File: src/rtl/pipe_adder_stream.sv
// Pipelined WIDTH-bit adder stream with valid/ready flow control and a wrapping completion counter.
// Optional feature macro ADDER_SAT_EN: clamp sums to WIDTH bits and flag saturated results on sat_flag.
module pipe_adder_stream #(
  parameter int WIDTH  = 4,
  parameter int STAGES = 2,
  parameter int CNT_W  = 16
) (
  input  logic             clock,
  input  logic             reset,
  input  logic             in_vld,
  output logic             in_rdy,
  input  logic [WIDTH-1:0] add_in1,
  input  logic [WIDTH-1:0] add_in2,
  output logic [WIDTH:0]   add_out,
  output logic             d_vld,
  input  logic             out_rdy,
  output logic             sat_flag,
  output logic [CNT_W-1:0] txn_cnt
);

  if (STAGES < 1 || STAGES > 4) begin : g_bad_stages
    $error("pipe_adder_stream: STAGES must be in 1..4");
  end

  logic [STAGES-1:0] vld_q;
  logic [WIDTH:0]    data_q [STAGES];
  logic [CNT_W-1:0]  txn_cnt_q;
  logic              adv;
  logic              accept;
  logic              out_fire;
  logic [WIDTH:0]    sum_full;
  logic [WIDTH:0]    sum_d;

  // Handshake: a transfer occurs at the rising edge where valid && ready are both high.
  // in_rdy is a function of pipeline state and out_rdy only, never of in_vld.
  assign d_vld    = vld_q[STAGES-1];
  assign adv      = !d_vld || out_rdy;
  assign in_rdy   = adv;
  assign accept   = in_vld && adv;
  assign out_fire = d_vld && out_rdy;
  assign add_out  = data_q[STAGES-1];
  assign txn_cnt  = txn_cnt_q;

  assign sum_full = {1'b0, add_in1} + {1'b0, add_in2};

`ifdef ADDER_SAT_EN
  logic              sat_d;
  logic [STAGES-1:0] sat_q;

  always_comb begin
    sum_d = sum_full;
    sat_d = 1'b0;
    if (sum_full[WIDTH]) begin
      sum_d = {1'b0, {WIDTH{1'b1}}};
      sat_d = 1'b1;
    end
  end

  // Saturation marker rides alongside its data so it is qualified by the same valid bit.
  always_ff @(posedge clock) begin
    if (reset) begin
      sat_q <= '0;
    end else if (adv) begin
      sat_q[0] <= accept && sat_d;
      for (int i = 1; i < STAGES; i++) begin
        sat_q[i] <= sat_q[i-1];
      end
    end
  end

  assign sat_flag = sat_q[STAGES-1];
`else
  assign sum_d    = sum_full;
  assign sat_flag = 1'b0;
`endif

  // Bubbles load zero data so add_out never carries stale or unknown values while d_vld=0.
  always_ff @(posedge clock) begin
    if (reset) begin
      vld_q <= '0;
      for (int i = 0; i < STAGES; i++) begin
        data_q[i] <= '0;
      end
      txn_cnt_q <= '0;
    end else begin
      if (adv) begin
        vld_q[0]  <= accept;
        data_q[0] <= accept ? sum_d : '0;
        for (int i = 1; i < STAGES; i++) begin
          vld_q[i]  <= vld_q[i-1];
          data_q[i] <= data_q[i-1];
        end
      end
      if (out_fire) begin
        txn_cnt_q <= txn_cnt_q + CNT_W'(1);
      end
    end
  end

endmodule

File: config.mk
export PLATFORM = sky130hd
export DESIGN_NAME = pipe_adder_stream
export DESIGN_NICKNAME = d
export VERILOG_FILES = /design/src/rtl/pipe_adder_stream.sv
export SDC_FILE = /design/constraint.sdc
export NUM_CORES = 1
export LEC_CHECK = 0
export BUFFER_PORTS_ARGS = -buffer_cell sky130_fd_sc_hd__buf_2
export CORE_UTILIZATION = 38
export DETAILED_ROUTE_END_ITERATION = 6
export PLACE_DENSITY = 0.66
export SLEW_MARGIN = 5
export SYNTH_ARGS = -nofsm -noshare
export SYNTH_HDL_FRONTEND = slang
export SYNTH_SLANG_ARGS = --single-unit
File: constraint.sdc
create_clock -name clock -period 1.6 [get_ports clock]
set_input_delay 0 -clock clock [delete_from_list [all_inputs] [get_ports clock]]
set_output_delay 0 -clock clock [all_outputs]
set_load 0.01 [all_outputs]
==> qor.yml, run 1 <==
required_ns: 1.81
row_count: 21
antenna_found_initial: 0
core_area_sq_um: 3390
wire_per_inst_um: 10.0
p_int_mw: 0.905
initialDrtViolationCount: 30
grt_max_degree: 22
clock_tree.buffer_depth: 2
hold_ws_ns: 0.0666
globalRouteOverflowTotal: 0
via_per_inst: 4.47
holdCritStartpoint: "reset"
clock_power_share: 0.248
synth_top_area_frac: 0.263
maxSlewViolCount: 0
ioPinCount: 36
utilization: 0.474
yosys.cell_types.count: 33
yosysTopAreaCell: "dfxtp_1"
grt_pass1_wl_um: 3620
synthCells: 136
drcViolationCount: 0
setup_viol: 0
timing.final.crit_share: 0.920
grt_pass1_vias: 833
routed_wl_um: 2180
power_density_nw_per_um2: 722
status: "finished, final reports clean"
place.gp.congestion: 0.847
worstSetupPathType: "flop to flop"
r2r_slack_ns: 0.13
drive_above_1_share: 0.281
irDropWorstVdd_uv: 310
switching_share: 0.220
fin_area_sq_um: 1610
grt_usage: 0.128
whs_path_depth: 2
fmax_ghz: 0.679
cts_tree: "built"
endpoint_kind: "flop"
clock-sinks: 28
die_y_um: 62.0
dpl_cell_area_sq_um: 1560
antenna_cells: 0
cts_buffers: 3
rsz0062_at_grt: "true"
clock-root-buffer: "clkbuf_4"
combPwrFrac: 0.091
p_switching_mw: 0.255
ff2ff_path_depth: 4
ys_seq_elements: 28
async_flop_share: 0
start_util: 0.404
synth_area_sq_um: 1370
r2r-start: "vld_q[1]"
min_path_type: "input port to flop"
cts.clk_slew.worst_paths_ns: 0.14
worst_ep_arrival_time_ns: 1.68
r2r-end: "txn_cnt[15]"
post_synth.cell_area_avg_sq_um: 10.1
finClkSkew_ns: 0.00734
min_to: "txn_cnt[10]"
final_common_cell: "buf_2"
fin_setup_tns_ns: 0
power_mw: 1.16
ys_warn_count: 0
dieArea_sq_um: 3850
ant_nets: 0
synthesis.nets: 154
synth-edff-count: 10
die_x_um: 62.0
num_vias: 971
mostFrequentLayoutCells: "34 x buf_2, 18 x nor2_1, 17 x dfxtp_1"
htreeDepth: 1
io_buffers: 34
synth_area_leaders: "dfxtp_1 26%, edfxtp_1 22%, xnor2_1 5.8%"
start_kind: "flop"
maxCapViolations: 0
dr.pass1.iters: 4
clk_latency_ns: 0.31
worst-path-max-fanout: 7
synth-main-ff-cell: "dfxtp_1"
finalHoldViolations: 0
layout.nets: 190
dpl.hpwl_um: 1690
min_period_ns: 1.47
seqPwrFrac: 0.661
synth_seq_area_share: 0.482
p_leak_nw: 0.712
syn2layout_area_growth_pct: 17.4
## per-stage QoR
step / std cells / setup WS (ns)
6_report: 217 / 0.128
2_1_floorplan: 136 / 0.180
5_1_grt: 217 / -0.00542
4_1_cts: 217 / 0.109
3_5_place_dp: 211 / 0.126
3_3_place_gp: 211 / 0.135
## power groups by stage
stage	sequential, mW	clock (mW)	combinational [mW]
finish	0.767	0.288	0.106
detailed placement	0.784	0	0.103
global route	0.771	0.326	0.121
floorplan	0.784	0	0.0739
CTS	0.768	0.295	0.107
global placement	0.783	0	0.0996
## synthesized netlist by cell type (all sizes together) (3+ instances only)
cell	count
a21oi	6
and2	5
buf	7
dfxtp	18
edfxtp	10
ha	5
inv	9
nand2	6
nand3	8
nand4	3
nor2	19
nor2b	4
nor3	5
nor4	4
o21ai	4
xnor2	9
xor2	3
## logic make-up after synthesis
family / share of synthesized area
simple gates: 0.251
flops: 0.482
buf+inv: 0.0685
xor+xnor: 0.0767
compound gates: 0.0420
fa+ha+maj: 0.0603
mux: 0.0164
other cells: 0.00274
## sequential cells by signal (all words and copies together) (netlist names)
register,count
data_q,10
vld_q,2
txn_cnt,16
## critical path: stages (launching register included)
cell	delay, ns
dfxtp_1	0.47
nand3_2	0.20
nor3_4	0.28
nand3_1	0.11
mux2_1	0.32
## final cells by class
type	count	area (sq um)
fillers	324	1780
multi-input cells	91	616
flip-flops and latches	28	662
repair buffers	39	213
clock buffers	4	26.3
well taps	46	57.6
inverters	9	33.8
## worst max path at each step
stage,startpoint,to,slack (ns),depth (start not counted)
3_3_place_gp,vld_q[1],txn_cnt[15],0.13,4
3_5_place_dp,vld_q[1],txn_cnt[13],0.13,4
5_1_grt,txn_cnt[1],txn_cnt[14],-0.005,5
4_1_cts,vld_q[1],txn_cnt[13],0.11,4
2_1_floorplan,txn_cnt[0],txn_cnt[14],0.18,5
6_report,vld_q[1],txn_cnt[15],0.13,4
## per-layer routing
metal,part of all wire,vias to the layer above,track usage,routed length (um)
met5,0,-,0,0
met1,0.50,428,0.169,1080
met4,0.010,0,0.0476,22
li1,-,524,-,-
met2,0.45,17,0.205,984
met3,0.042,2,0.0269,91
## repair_timing
action | 4_1_cts | 5_1_grt
setup endpoints to repair | 0 | 4
gates resized for setup | 0 | 1
hold endpoints to repair | 2 | 0
buffers inserted | 0 | 0
hold buffers | 2 | 0
Note: power is estimated with default switching activity, not from simulation.
==> inputs of run 2 (changes only) <==
--- a/config.mk
+++ b/config.mk
@@ -8,7 +8,7 @@
 export BUFFER_PORTS_ARGS = -buffer_cell sky130_fd_sc_hd__buf_2
 export CORE_UTILIZATION = 38
 export DETAILED_ROUTE_END_ITERATION = 6
-export PLACE_DENSITY = 0.66
+export PLACE_DENSITY_LB_ADDON = 0.2
 export SLEW_MARGIN = 5
 export SYNTH_ARGS = -nofsm -noshare
 export SYNTH_HDL_FRONTEND = slang
==> constraint.sdc (replaced) <==
create_clock -name clock -period 1.2 [get_ports clock]
set_input_delay 0 -clock clock [delete_from_list [all_inputs] [get_ports clock]]
set_output_delay 0 -clock clock [all_outputs]
set_load 0.01 [all_outputs]
==> qor.yml, run 2 (synthesis results as in run 1) <==
maxCapViolations: 0  # unchanged
setup_viol: 11  # was 0
routed_wl_um: 2800  # was 2180 um
htreeDepth: 1  # unchanged
cts_buffers: 3  # unchanged
place.gp.congestion: 0.737  # was 0.847
status: "finished, violations left"  # was finished, final reports clean
power_mw: 1.71  # was 1.16 mW
mostFrequentLayoutCells: "34 x buf_2, 21 x buf_4, 17 x nor2_1"  # was 34 x buf_2, 18 x nor2_1, 17 x dfxtp_1
grt_usage: 0.159  # was 0.128
endpoint_kind: "flop"  # unchanged
final_common_cell: "buf_2"  # unchanged
clk_latency_ns: 0.33  # was 0.31 ns
path_cells: "nand3_4 -> nor3_4 -> nand3_1 -> mux2_4"  # was nand3_2 -> nor3_4 -> nand3_1 -> mux2_1
ant_nets: 0  # unchanged
timing.final.crit_share: 1.09  # was 0.920
row_count: 21  # unchanged
dpl.hpwl_um: 2080  # was 1690 um
globalRouteOverflowTotal: 0  # unchanged
start_kind: "flop"  # unchanged
instances_no_fill: 242  # was 217
fill_cells: 296  # was 324
cts_tree: "built"  # unchanged
largest_reg_flops: 16  # unchanged
core_area_sq_um: 3390  # unchanged
wire_per_inst_um: 11.6  # was 10.0 um
antenna_cells: 0  # unchanged
cp_slowest_stage_delay_ns: 0.41  # was 0.47 ns
via_per_inst: 4.67  # was 4.47
required_ns: 1.44  # was 1.81 ns
fmax_ghz: 0.764  # was 0.679 GHz
die_y_um: 62.0  # unchanged
clock_tree.buffer_depth: 2  # unchanged
fin_area_sq_um: 1990  # was 1610 sq um
irDropWorstVdd_uv: 438  # was 310 uV
worst_ep_arrival_time_ns: 1.55  # was 1.68 ns
maxSlewViolCount: 0  # unchanged
drive_above_1_share: 0.510  # was 0.281
min_period_ns: 1.31  # was 1.47 ns
io_buffers: 34  # unchanged
worst-path-max-fanout: 4  # was 7
grt_pass1_wl_um: 4420  # was 3620 um
initialDrtViolationCount: 22  # was 30
min_path_type: "input port to flop"  # unchanged
die_x_um: 62.0  # unchanged
layout.nets: 215  # was 190
syn2layout_area_growth_pct: 45.4  # was 17.4%
grt_max_degree: 17  # was 22
timing.final.ws_setup_ns: -0.109  # was 0.128 ns
antenna_found_initial: 0  # unchanged
hold_ws_ns: 0.0931  # was 0.0666 ns
finalHoldViolations: 0  # unchanged
cts.clk_slew.worst_paths_ns: 0.16  # was 0.14 ns
clock-sinks: 28  # unchanged
rsz0062_at_grt: "true"  # unchanged
clock-root-buffer: "clkbuf_4"  # unchanged
dieArea_sq_um: 3850  # unchanged
power_density_nw_per_um2: 859  # was 722 nW/um^2
path_delay_family: "simple AND/OR/NAND/NOR gates"  # unchanged
path_buf_inv: 0  # unchanged
num_vias: 1130  # was 971
ioPinCount: 36  # unchanged
grt_pass1_vias: 1004  # was 833
finClkSkew_ns: 0.0104  # was 0.00734 ns
dp_cells: 230  # was 211
cp_slowest_cell: "dfxtp_4"  # was dfxtp_1
start_util: 0.404  # unchanged
violations: "negative setup slack"
dr.pass1.iters: 4  # unchanged
drcViolationCount: 0  # unchanged
dpl_cell_area_sq_um: 1770  # was 1560 sq um
worstSetupPathType: "flop to flop"  # unchanged
fin_setup_tns_ns: -0.553  # was 0 ns
p_leak_nw: 0.892  # was 0.712 nW
-- run 2: layout make-up --
class                      instances  area [sq um]  share of cell area
inverter                           9          33.8              0.0170
sequential                        28           694               0.349
tap                               46          57.6              0.0289
multi-input combinational         91           724               0.364
timing repair buffer              64           434               0.218
clock buffer                       4          47.5              0.0239
-- run 2: final timing paths --
| path | start | endpoint | slack, ns | cells past startpoint |
|---|---|---|---|---|
| worst max-delay path | vld_q[1] | txn_cnt[13] | -0.11 | 4 |
| worst min-delay path | add_in2[0] | data_q[0][0] | 0.09 | 3 |
| worst max register to register | vld_q[1] | txn_cnt[13] | -0.11 | 4 |
| worst min register to register | vld_q[0] | vld_q[1] | 0.48 | 2 |
-- run 2: timing repair --
action,CTS,global route
buffers inserted,2,4
hold buffers,3,0
endpoints found under the setup margin,14,22
pin swaps,9,9
resized for setup,11,15
endpoints found under the hold margin,6,0
-- run 2: per-stage QoR --
| stage | utilization | setup slack [ns] |
|---|---|---|
| floorplan | - | -0.0892 |
| global placement | 0.523 | -0.0792 |
| detailed placement | 0.523 | -0.108 |
| CTS | 0.563 | -0.0965 |
| global route | 0.588 | -0.162 |
| finish | 0.588 | -0.109 |
-- run 2: report_power, final --
part	switching, mW	internal (mW)
logic	0.0872	0.0803
registers	0.0120	0.998
clock network	0.279	0.255
-- run 2: tightest hold or removal path, cell delays in order --
cell and delay, ns:
buf_2 0.08, ha_1 0.10, and3_1 0.14
-- run 2: layer usage --
metal | GRT usage | share of wire | up-vias
li1 | - | - | 572
met5 | 0 | 0 | -
met1 | 0.204 | 0.44 | 526
met4 | 0.0571 | 0.0071 | 0
met2 | 0.269 | 0.51 | 30
met3 | 0.0248 | 0.042 | 2
